### src/rtl/video_timing_pkg.sv
// Shared types, default timing and helpers for the video timing generator.
//   pos_t      : 9-bit counter type for hcnt/vcnt and sync window bounds
//   adj_t      : signed 4-bit sync shift used when VIDEO_TIMING_ADJ_EN is defined
//   Taito*     : default Taito F2 raster (424x262, 320x224 visible, /8 pixel clock)
//   wrap_pos   : base + signed offset, wrapped into 0..total-1
//   in_window  : half-open window test that also handles a window wrapping past zero
package video_timing_pkg;

  typedef logic [8:0]        pos_t;
  typedef logic signed [3:0] adj_t;

  localparam int unsigned TaitoCeNum    = 1;
  localparam int unsigned TaitoCeDen    = 8;
  localparam int unsigned TaitoHTotal   = 424;
  localparam int unsigned TaitoHVisible = 320;
  localparam int unsigned TaitoHsStart  = 352;
  localparam int unsigned TaitoHsEnd    = 384;
  localparam int unsigned TaitoVTotal   = 262;
  localparam int unsigned TaitoVVisible = 224;
  localparam int unsigned TaitoVsStart  = 240;
  localparam int unsigned TaitoVsEnd    = 243;

  function automatic pos_t wrap_pos(pos_t base, adj_t offs, pos_t total);
    int s;
    // Truncating % leaves a negative remainder for negative sums; fold it back up.
    s = (int'(base) + int'(offs)) % int'(total);
    if (s < 0) s = s + int'(total);
    return pos_t'(s);
  endfunction

  function automatic logic in_window(pos_t pos, pos_t lo, pos_t hi);
    if (lo <= hi) return (pos >= lo) && (pos < hi);
    return (pos >= lo) || (pos < hi);
  endfunction

endpackage

### src/rtl/video_timing_if.sv
// Timing bundle from video_timing_gen to the downstream video stages.
//   ce_pix, hcnt, vcnt, hs, vs, hb, vb : raster timing (video_path consumes these as-is)
//   line_start, frame_start, vblank_irq : one-clk event pulses aligned with ce_pix
//   adj_h, adj_v : signed sync shifts into the generator (only with VIDEO_TIMING_ADJ_EN)
// master: the generator; slave: a consumer.
interface video_timing_if;
  import video_timing_pkg::*;

  logic ce_pix;
  pos_t hcnt;
  pos_t vcnt;
  logic hs;
  logic vs;
  logic hb;
  logic vb;
  logic line_start;
  logic frame_start;
  logic vblank_irq;

`ifdef VIDEO_TIMING_ADJ_EN
  adj_t adj_h;
  adj_t adj_v;

  modport master (
    output ce_pix, hcnt, vcnt, hs, vs, hb, vb, line_start, frame_start, vblank_irq,
    input  adj_h, adj_v
  );
  modport slave (
    input  ce_pix, hcnt, vcnt, hs, vs, hb, vb, line_start, frame_start, vblank_irq,
    output adj_h, adj_v
  );
`else
  modport master (
    output ce_pix, hcnt, vcnt, hs, vs, hb, vb, line_start, frame_start, vblank_irq
  );
  modport slave (
    input  ce_pix, hcnt, vcnt, hs, vs, hb, vb, line_start, frame_start, vblank_irq
  );
`endif

endinterface

### src/rtl/video_timing_gen_ce_frac_div.sv
// Fractional clock-enable divider: tick averages CE_NUM pulses per CE_DEN clocks.
//   clk   : system/video clock
//   reset : synchronous, active-high; clears the accumulator
//   tick  : combinational strobe, high in the clk whose accumulation reaches CE_DEN
// Requires CE_NUM < CE_DEN.
module ce_frac_div #(
  parameter int unsigned CE_NUM = 1,
  parameter int unsigned CE_DEN = 8
) (
  input  logic clk,
  input  logic reset,
  output logic tick
);

  // Wide enough for acc + CE_NUM (at most CE_DEN + CE_NUM - 1), never under 4 bits.
  localparam int unsigned AccW = ($clog2(CE_NUM + CE_DEN) < 4) ? 4 : $clog2(CE_NUM + CE_DEN);

  logic [AccW-1:0] acc_q, acc_d, acc_sum;

  always_comb begin
    acc_sum = acc_q + AccW'(CE_NUM);
    acc_d   = acc_sum;
    tick    = 1'b0;
    if (acc_sum >= AccW'(CE_DEN)) begin
      acc_d = acc_sum - AccW'(CE_DEN);
      tick  = 1'b1;
    end
  end

  always_ff @(posedge clk) begin
    if (reset) acc_q <= '0;
    else       acc_q <= acc_d;
  end

endmodule

### src/rtl/video_timing_gen.sv
// Raw core video timing: pixel enable, H/V counters, sync/blank and event pulses.
//   clk   : system/video clock
//   reset : synchronous, active-high; restarts the raster at pixel (0,0)
//   vt    : video_timing_if master (all timing outputs, adj inputs when enabled)
// All outputs are registered and change only in the clk where ce_pix is high.
// Optional VIDEO_TIMING_ADJ_EN: adj_h/adj_v shift the HS/VS windows (modulo the
// totals), sampled once per frame at frame_start.
module video_timing_gen import video_timing_pkg::*; #(
  parameter int unsigned CE_NUM    = TaitoCeNum,
  parameter int unsigned CE_DEN    = TaitoCeDen,
  parameter int unsigned H_TOTAL   = TaitoHTotal,
  parameter int unsigned H_VISIBLE = TaitoHVisible,
  parameter int unsigned HS_START  = TaitoHsStart,
  parameter int unsigned HS_END    = TaitoHsEnd,
  parameter int unsigned V_TOTAL   = TaitoVTotal,
  parameter int unsigned V_VISIBLE = TaitoVVisible,
  parameter int unsigned VS_START  = TaitoVsStart,
  parameter int unsigned VS_END    = TaitoVsEnd
) (
  input  logic           clk,
  input  logic           reset,
  video_timing_if.master vt
);

  typedef enum logic [0:0] {StStart, StRun} state_e;

  logic   tick;
  state_e state_q, state_d;
  pos_t   hcnt_q, vcnt_q, hcnt_d, vcnt_d;
  logic   ce_q, hs_q, vs_q, hb_q, vb_q, line_q, frame_q, virq_q;
  logic   line_hit, frame_hit;
  pos_t   hs_lo, hs_hi, vs_lo, vs_hi;

  ce_frac_div #(
    .CE_NUM (CE_NUM),
    .CE_DEN (CE_DEN)
  ) u_ce_frac_div (
    .clk   (clk),
    .reset (reset),
    .tick  (tick)
  );

  // StStart: the first tick after reset lands on (0,0) instead of advancing to (1,0).
  always_ff @(posedge clk) begin
    if (reset) state_q <= StStart;
    else       state_q <= state_d;
  end

  always_comb begin
    state_d = state_q;
    if (tick) state_d = StRun;
  end

  always_comb begin
    hcnt_d = hcnt_q;
    vcnt_d = vcnt_q;
    if (tick) begin
      unique case (state_q)
        StStart: begin
          hcnt_d = '0;
          vcnt_d = '0;
        end
        StRun: begin
          if (hcnt_q == pos_t'(H_TOTAL - 1)) begin
            hcnt_d = '0;
            vcnt_d = (vcnt_q == pos_t'(V_TOTAL - 1)) ? '0 : vcnt_q + 9'd1;
          end else begin
            hcnt_d = hcnt_q + 9'd1;
          end
        end
        default: ;
      endcase
    end
  end

  assign line_hit  = tick && (hcnt_d == '0);
  assign frame_hit = line_hit && (vcnt_d == '0);

`ifdef VIDEO_TIMING_ADJ_EN
  adj_t adj_h_q, adj_v_q, adj_h_use, adj_v_use;

  // The new offsets already apply to the frame that frame_hit opens.
  assign adj_h_use = frame_hit ? vt.adj_h : adj_h_q;
  assign adj_v_use = frame_hit ? vt.adj_v : adj_v_q;

  always_ff @(posedge clk) begin
    if (reset) begin
      adj_h_q <= '0;
      adj_v_q <= '0;
    end else if (frame_hit) begin
      adj_h_q <= vt.adj_h;
      adj_v_q <= vt.adj_v;
    end
  end

  assign hs_lo = wrap_pos(pos_t'(HS_START), adj_h_use, pos_t'(H_TOTAL));
  assign hs_hi = wrap_pos(pos_t'(HS_END),   adj_h_use, pos_t'(H_TOTAL));
  assign vs_lo = wrap_pos(pos_t'(VS_START), adj_v_use, pos_t'(V_TOTAL));
  assign vs_hi = wrap_pos(pos_t'(VS_END),   adj_v_use, pos_t'(V_TOTAL));
`else
  assign hs_lo = pos_t'(HS_START);
  assign hs_hi = pos_t'(HS_END);
  assign vs_lo = pos_t'(VS_START);
  assign vs_hi = pos_t'(VS_END);
`endif

  always_ff @(posedge clk) begin
    if (reset) begin
      hcnt_q  <= '0;
      vcnt_q  <= '0;
      ce_q    <= 1'b0;
      hs_q    <= 1'b0;
      vs_q    <= 1'b0;
      hb_q    <= 1'b0;
      vb_q    <= 1'b0;
      line_q  <= 1'b0;
      frame_q <= 1'b0;
      virq_q  <= 1'b0;
    end else begin
      hcnt_q  <= hcnt_d;
      vcnt_q  <= vcnt_d;
      ce_q    <= tick;
      line_q  <= line_hit;
      frame_q <= frame_hit;
      virq_q  <= line_hit && (vcnt_d == pos_t'(V_VISIBLE));
      if (tick) begin
        hb_q <= hcnt_d >= pos_t'(H_VISIBLE);
        vb_q <= vcnt_d >= pos_t'(V_VISIBLE);
        hs_q <= in_window(hcnt_d, hs_lo, hs_hi);
        vs_q <= in_window(vcnt_d, vs_lo, vs_hi);
      end
    end
  end

  assign vt.ce_pix      = ce_q;
  assign vt.hcnt        = hcnt_q;
  assign vt.vcnt        = vcnt_q;
  assign vt.hs          = hs_q;
  assign vt.vs          = vs_q;
  assign vt.hb          = hb_q;
  assign vt.vb          = vb_q;
  assign vt.line_start  = line_q;
  assign vt.frame_start = frame_q;
  assign vt.vblank_irq  = virq_q;

endmodule

### src/flat_wrapper.sv
// flat-port wrapper written by rule: the top's interface ports become plain ports
module video_timing_gen_flat import video_timing_pkg::*;
#(
  parameter int unsigned CE_NUM    = TaitoCeNum,
  parameter int unsigned CE_DEN    = TaitoCeDen,
  parameter int unsigned H_TOTAL   = TaitoHTotal,
  parameter int unsigned H_VISIBLE = TaitoHVisible,
  parameter int unsigned HS_START  = TaitoHsStart,
  parameter int unsigned HS_END    = TaitoHsEnd,
  parameter int unsigned V_TOTAL   = TaitoVTotal,
  parameter int unsigned V_VISIBLE = TaitoVVisible,
  parameter int unsigned VS_START  = TaitoVsStart,
  parameter int unsigned VS_END    = TaitoVsEnd
)
  (clk, reset, vt_ce_pix, vt_hcnt, vt_vcnt, vt_hs, vt_vs, vt_hb, vt_vb, vt_line_start, vt_frame_start, vt_vblank_irq);
  video_timing_if vt_i ();
  input  logic clk;
  input  logic reset;
  output wire logic [$bits(vt_i.ce_pix)-1:0] vt_ce_pix;
  output wire logic [$bits(vt_i.hcnt)-1:0] vt_hcnt;
  output wire logic [$bits(vt_i.vcnt)-1:0] vt_vcnt;
  output wire logic [$bits(vt_i.hs)-1:0] vt_hs;
  output wire logic [$bits(vt_i.vs)-1:0] vt_vs;
  output wire logic [$bits(vt_i.hb)-1:0] vt_hb;
  output wire logic [$bits(vt_i.vb)-1:0] vt_vb;
  output wire logic [$bits(vt_i.line_start)-1:0] vt_line_start;
  output wire logic [$bits(vt_i.frame_start)-1:0] vt_frame_start;
  output wire logic [$bits(vt_i.vblank_irq)-1:0] vt_vblank_irq;
  assign vt_ce_pix = vt_i.ce_pix;
  assign vt_hcnt = vt_i.hcnt;
  assign vt_vcnt = vt_i.vcnt;
  assign vt_hs = vt_i.hs;
  assign vt_vs = vt_i.vs;
  assign vt_hb = vt_i.hb;
  assign vt_vb = vt_i.vb;
  assign vt_line_start = vt_i.line_start;
  assign vt_frame_start = vt_i.frame_start;
  assign vt_vblank_irq = vt_i.vblank_irq;
  video_timing_gen #(.CE_NUM(CE_NUM), .CE_DEN(CE_DEN), .H_TOTAL(H_TOTAL), .H_VISIBLE(H_VISIBLE), .HS_START(HS_START), .HS_END(HS_END), .V_TOTAL(V_TOTAL), .V_VISIBLE(V_VISIBLE), .VS_START(VS_START), .VS_END(VS_END)) u_core (.clk(clk), .reset(reset), .vt(vt_i));
endmodule
### config.mk
export PLATFORM = sky130hd
export DESIGN_NAME = video_timing_gen_flat
export DESIGN_NICKNAME = d
export VERILOG_FILES = /design/src/rtl/video_timing_pkg.sv /design/src/rtl/video_timing_if.sv /design/src/rtl/video_timing_gen_ce_frac_div.sv /design/src/rtl/video_timing_gen.sv /design/src/flat_wrapper.sv
export SDC_FILE = /design/constraint.sdc
export NUM_CORES = 1
export LEC_CHECK = 0
export CAP_MARGIN = 20
export CORE_MARGIN = 2
export CORE_UTILIZATION = 55
export DETAILED_ROUTE_END_ITERATION = 12
export PLACE_DENSITY = 0.82
export SYNTH_ARGS = -nofsm -noshare
export SYNTH_HDL_FRONTEND = slang
export SYNTH_SLANG_ARGS = --single-unit
### constraint.sdc
create_clock -name clk -period 4.3 [get_ports clk]
set_input_delay 0.645 -clock clk [delete_from_list [all_inputs] [get_ports clk]]
set_output_delay 0.645 -clock clk [all_outputs]
set_load 0.01 [all_outputs]
==> flow_summary.ini, run 1 <==
[logic_synthesis]
ys_seq_area_frac = 0.351
synth_mux_area_frac = 0.00636
yosys.area_share.simple = 0.329
synth_cell_types = 58
synth_xor_area_frac = 0.0347
synth_ff_type = dfxtp_1
postSynthCellCount = 214
syn_area_um2 = 1770
synth-seq-cells = 31
async_flop_share = 0
synth_warnings = 0
synth.avg_cell_area_um2 = 8.27
synth_top_family_by_area = simple AND/OR/NAND/NOR gates
synth-edff-count = 0
synth_fp_nets = 220
synthAdderAreaFrac = 0.0283
synth-compound-area-share = 0.197

[final_layout]
area_growth_pct = 18.1
multi_input_area_um2 = 1060
register_area_um2 = 621
antennaDiodeCount = 0
final_cell_mix = dfxtp_1, clkdlybuf4s50_1, nand2_1, nor2_1, a21oi_1
nets = 245
layout_commonest_cell = dfxtp_1
fill_cells = 269
drive_gt1_frac = 0.0966

[timing]
fin_skew_ns = 0.00868
hold_viol_final = 0
slew_violations = 0
setup_ws_ns = 1.72
worst_pin_slew_ns = 0.765
rsz0062_at_grt = false
tns_ns = 0
fin_crit_sh = 0.599
final-setup-viol-count = 0
timing.fmax_mhz = 388
period_needed_ns = 2.58
relSlewSlack = 0.484

[global_routing]
grt_usage = 0.228
grt_first_pass_wirelength_um = 6150
grt_max_degree = 23
first_global_vias = 1371
grt_overflow = 0
antenna_found_initial = 0

[floorplan]
core-area_um2 = 3050
die_area_um2 = 3690
chipWidth_um = 60.7
initial_core_util = 0.580
die_h_um = 60.7
rows = 20
pin_count = 28

[critical_path]
endpoint_kind = flop
critPathLaunchType = flop
critical_path_arrival_ns = 2.83
slowest_delay_ns = 0.74
cp_data_required_time_ns = 4.56
crit_chain = ha_1 -> and4b_1 -> nand3_1 -> o41ai_1 -> o211ai_1 -> o31ai_1
crit_fanout = 9
startpoint = u_core.vt.hcnt[0]
critPathSlowestCell = o41ai_1
path_class = reg -> reg
r2r-start = u_core.vt.hcnt[0]

[clock_network]
clkTransAtPathRegs_ns = 0.09
post_cts_buffers = 0
cts_tree = built
cts_inserted_buffers = 5
ctsHoldBuffers = 0
clockRootBuffer = clkbuf_4
ctsResizeCount = 0
htree_levels = 2
cts.path.max_buffers = 2
cts_sinks = 31
worstSkewPairLatency_ns = 0.33

[place]
dpl.hpwl_um = 2800
place_ws_ns = 1.83
gp_congestion = 0.954
port_buffers = 27

[min_path]
timing.hold.worst.class = reg -> reg
min_from = u_core.u_ce_frac_div.acc_q[0]

[routing]
dr.pass1.iters = 4
wl_per_cell_um = 14.0
drt.antenna.violating_nets = 0
vias = 1690
drt-total-wl_um = 3940
drt_iter0_markers = 86
viasPerCell = 5.99
drc_errors = 0

[power]
cellLeakagePower_nw = 0.755
irDropWorstVdd_mv = 0.195
pwr_density_cell_nw_per_um2 = 235

[run]
maxCapViolations = 0

[status]
status = completed
layout make-up:
cell class / instances / area share
multi-input cells: 167 / 0.510
flip-flops and latches: 31 / 0.297
repair buffers: 30 / 0.140
well taps: 44 / 0.0263
inverters: 4 / 0.00719
clock buffers: 6 / 0.0198
cell usage after synthesis (2+ instances only):
library cell | number | share of area
dfxtp_1 | 31 | 0.35
nand2_1 | 19 | 0.040
nor2_1 | 17 | 0.036
a21oi_1 | 16 | 0.045
nand3_1 | 12 | 0.034
nor2b_1 | 10 | 0.035
o21ai_0 | 10 | 0.028
nor3_1 | 6 | 0.017
a22oi_1 | 5 | 0.021
and3_1 | 5 | 0.018
buf_2 | 4 | 0.011
clkbuf_1 | 4 | 0.0085
ha_1 | 4 | 0.028
inv_1 | 4 | 0.0085
xor2_1 | 4 | 0.020
and2_1 | 3 | 0.011
buf_6 | 3 | 0.019
nand4_1 | 3 | 0.011
nor3b_1 | 3 | 0.013
nor4_1 | 3 | 0.011
or3_1 | 3 | 0.011
xnor2_1 | 3 | 0.015
a32oi_1 | 2 | 0.0099
and4_1 | 2 | 0.0099
nor4b_1 | 2 | 0.0099
o211ai_1 | 2 | 0.0085
o21ai_2 | 2 | 0.0099
o41ai_1 | 2 | 0.0099
cells by family after synthesis:
| group | Yosys count |
|---|---|
| and+or+nand+nor | 102 |
| DFF | 31 |
| muxes | 1 |
| AOI/OAI and AO/OA | 52 |
| adders and majority gates | 4 |
| other | 1 |
| buffers and inverters | 16 |
| xor gates and xnor gates | 7 |
worst paths after layout:
kind	end	slack [ns]	cells after the start
max	u_core.vt.vs	1.72	6
min	u_core.u_ce_frac_div.acc_q[0]	0.44	1
max reg2reg	u_core.vt.vs	1.72	6
min reg2reg	u_core.u_ce_frac_div.acc_q[0]	0.44	1
critical path, delay by kind of cell (launching register included):
family                   cells  cell delay (ns)
flip-flops                   1             0.48
adder cells (fa/ha/maj)      1             0.29
AO/OA/AOI/OAI                3             1.18
AND/OR/NAND/NOR              2             0.54
per-stage QoR:
step,instance area (µm²),std cells,power [mW],hold WS (ns),util
2_1_floorplan,1770,214,0.335,0.402,-
6_report,2090,282,0.491,0.443,0.684
5_1_grt,2090,282,0.514,0.476,0.684
3_5_place_dp,2050,276,0.348,0.424,0.671
4_1_cts,2090,282,0.493,0.447,0.684
3_3_place_gp,2050,276,0.347,0.413,0.671
per-layer routing:
metal  global-route usage  share of wire  wire, µm
met1                0.316           0.46      1830
met2                0.324           0.44      1720
met3               0.0661          0.081       320
met4                0.112          0.020        78
met5                    0              0         0
power by group:
part | leakage (nW) | switching (mW) | internal [mW]
logic | 0.479 | 0.0238 | 0.0165
clock network | 0.0242 | 0.0914 | 0.0580
registers | 0.252 | 0.00791 | 0.293
total | 0.755 | 0.123 | 0.368
(Power assumes the default switching activity.)
==> run 2: changes to the inputs <==
CORE_UTILIZATION = 53   (was 55)
PLACE_DENSITY = 0.79   (was 0.82)
clock period = 2.63 ns   (was 4.3 ns; I/O delays follow)
==> run 2 against run 1 <==
  * Utilization up 1.1 points
  * Sequential share of layout area down 0.89 points
  * Critical endpoint is now u_core.vt.frame_start
  * First-iteration DRC count up 80%
  * Clock skew about the same
  * Sequential power up 62%
  * Count of clock-buffer cells in the layout unchanged
  * Via count up 2.5%
  * Setup slack worse by 1.5 ns
  * Wire length up 16%
  * Worst hold slack better by 0.011 ns
  * Total power up 74%
==> flow_summary.ini, run 2 (synthesis gave the netlist of run 1 again) <==
[floorplan]
die_area_um2 = 3820
initial_core_util = 0.570
rows = 20
die_h_um = 61.8
pin_count = 28
core-area_um2 = 3100
chipWidth_um = 61.8

[timing]
final-setup-viol-count = 0
slew_violations = 0
fin_skew_ns = 0.00892
period_needed_ns = 2.44
worst_pin_slew_ns = 0.564
tns_ns = 0
timing.fmax_mhz = 409
relSlewSlack = 0.619
fin_crit_sh = 0.929
hold_viol_final = 0
hold-worst-slack_ns = 0.455

[critical_path]
critPathSlowestCell = dfxtp_1
path_class = reg -> reg
critical_path_arrival_ns = 2.68
startpoint = u_core.vt.hcnt[1]
crit_end = u_core.vt.frame_start
crit_fanout = 6
crit_chain = ha_1 -> and4b_2 -> and2_2 -> nand4_1 -> mux2_1 -> a22oi_1 -> or2b_1 -> nor4_2
rrSetupSlack_ns = 0.19
slowest_delay_ns = 0.44
endpoint_kind = flop
cp_data_required_time_ns = 2.86
r2r-start = u_core.vt.hcnt[1]
path_buf_inv = 0
critPathLaunchType = flop
reg2regPathDepth = 8
crit_family = simple AND/OR/NAND/NOR gates
rr_endpoint = u_core.vt.frame_start
worst-path-stages = 8

[clock_network]
htree_levels = 2
ctsResizeCount = 0
cts_inserted_buffers = 5
cts_tree = built
post_cts_buffers = 0
ctsHoldBuffers = 0
clockRootBuffer = clkbuf_4
cts.path.max_buffers = 2
clkTransAtPathRegs_ns = 0.10
cts_sinks = 31
worstSkewPairLatency_ns = 0.33

[global_routing]
grt_max_degree = 22
grt_first_pass_wirelength_um = 7490
grt_overflow = 0
first_global_vias = 1568
antenna_found_initial = 0
grt_usage = 0.269

[final_layout]
drive_gt1_frac = 0.139
final_cell_mix = dfxtp_1, clkdlybuf4s50_1, nand2_1, nor2_1, a21oi_1
layout_commonest_cell = dfxtp_1
nets = 251
area_growth_pct = 22.0
antennaDiodeCount = 0

[routing]
viasPerCell = 5.99
drt-total-wl_um = 4590
drt_iter0_markers = 155
drc_errors = 0
vias = 1732
drt.antenna.violating_nets = 0
dr.pass1.iters = 5
wl_per_cell_um = 15.9

[run]
maxCapViolations = 0

[power]
pwr_density_cell_nw_per_um2 = 395
irDropWorstVdd_mv = 0.274
p_total_uw = 853
cellLeakagePower_nw = 0.794

[place]
dpl.hpwl_um = 3320
gp_congestion = 0.931
port_buffers = 27

[min_path]
timing.hold.worst.class = reg -> reg

[status]
status = completed
-- run 2: cell count changes in the layout (fill, tap and decap cells not counted), sizes merged --
cell and change:
buf +6, clkinv +1
-- run 2: layout make-up --
cell class,count,area (µm²)
Inverter,4,15.0
Clock inverter,1,5.00
Fill cell,294,945
Sequential cell,31,622
Tap cell,44,55.1
Multi-Input combinational cell,167,1070
Clock buffer,6,51.3
Timing Repair Buffer,36,338
-- run 2: through the flow --
step            util  setup slack, ns  std cells  cell area (µm²)
2_1_floorplan      -            0.400        214             1770
6_report       0.696            0.185        289             2160
3_5_place_dp   0.675            0.163        282             2090
4_1_cts        0.693            0.144        289             2150
3_3_place_gp   0.675            0.293        282             2090
5_1_grt        0.696          -0.0145        289             2160
-- run 2: worst reg2reg max path, stage by stage (launching register included) --
cell     delay [ns]
dfxtp_1        0.44
ha_1           0.27
and4b_2        0.31
and2_2         0.22
nand4_1        0.13
mux2_1         0.34
a22oi_1        0.19
or2b_1         0.28
nor4_2         0.18
-- run 2: power by group --
part / switching [mW] / internal, mW
logic: 0.0485 / 0.0331
clock network: 0.161 / 0.124
registers: 0.00712 / 0.480
total: 0.216 / 0.637
-- run 2: per-layer routing --
metal / track usage / routed length [µm] / vias to the layer above / part of all wire
met1: 0.383 / 2020 / 800 / 0.44
li1: - / - / 840 / -
met5: 0 / 0 / - / 0
met4: 0.0821 / 63 / 0 / 0.014
met2: 0.405 / 2110 / 85 / 0.46
met3: 0.0642 / 395 / 7 / 0.086
-- run 2: how the worst min path moves through the flow --
| stage | to | depth (start not counted) | from | slack, ns |
|---|---|---|---|---|
| finish | u_core.u_ce_frac_div.acc_q[0] | 1 | u_core.u_ce_frac_div.acc_q[0] | 0.45 |
| global route | u_core.u_ce_frac_div.acc_q[0] | 1 | u_core.u_ce_frac_div.acc_q[0] | 0.48 |
| CTS | u_core.vt.hb | 2 | u_core.vt.hb | 0.46 |
| detailed placement | u_core.u_ce_frac_div.acc_q[0] | 1 | u_core.u_ce_frac_div.acc_q[0] | 0.45 |
| global placement | u_core.u_ce_frac_div.acc_q[0] | 1 | u_core.u_ce_frac_div.acc_q[0] | 0.41 |
| floorplan | u_core.u_ce_frac_div.acc_q[0] | 1 | u_core.u_ce_frac_div.acc_q[0] | 0.40 |
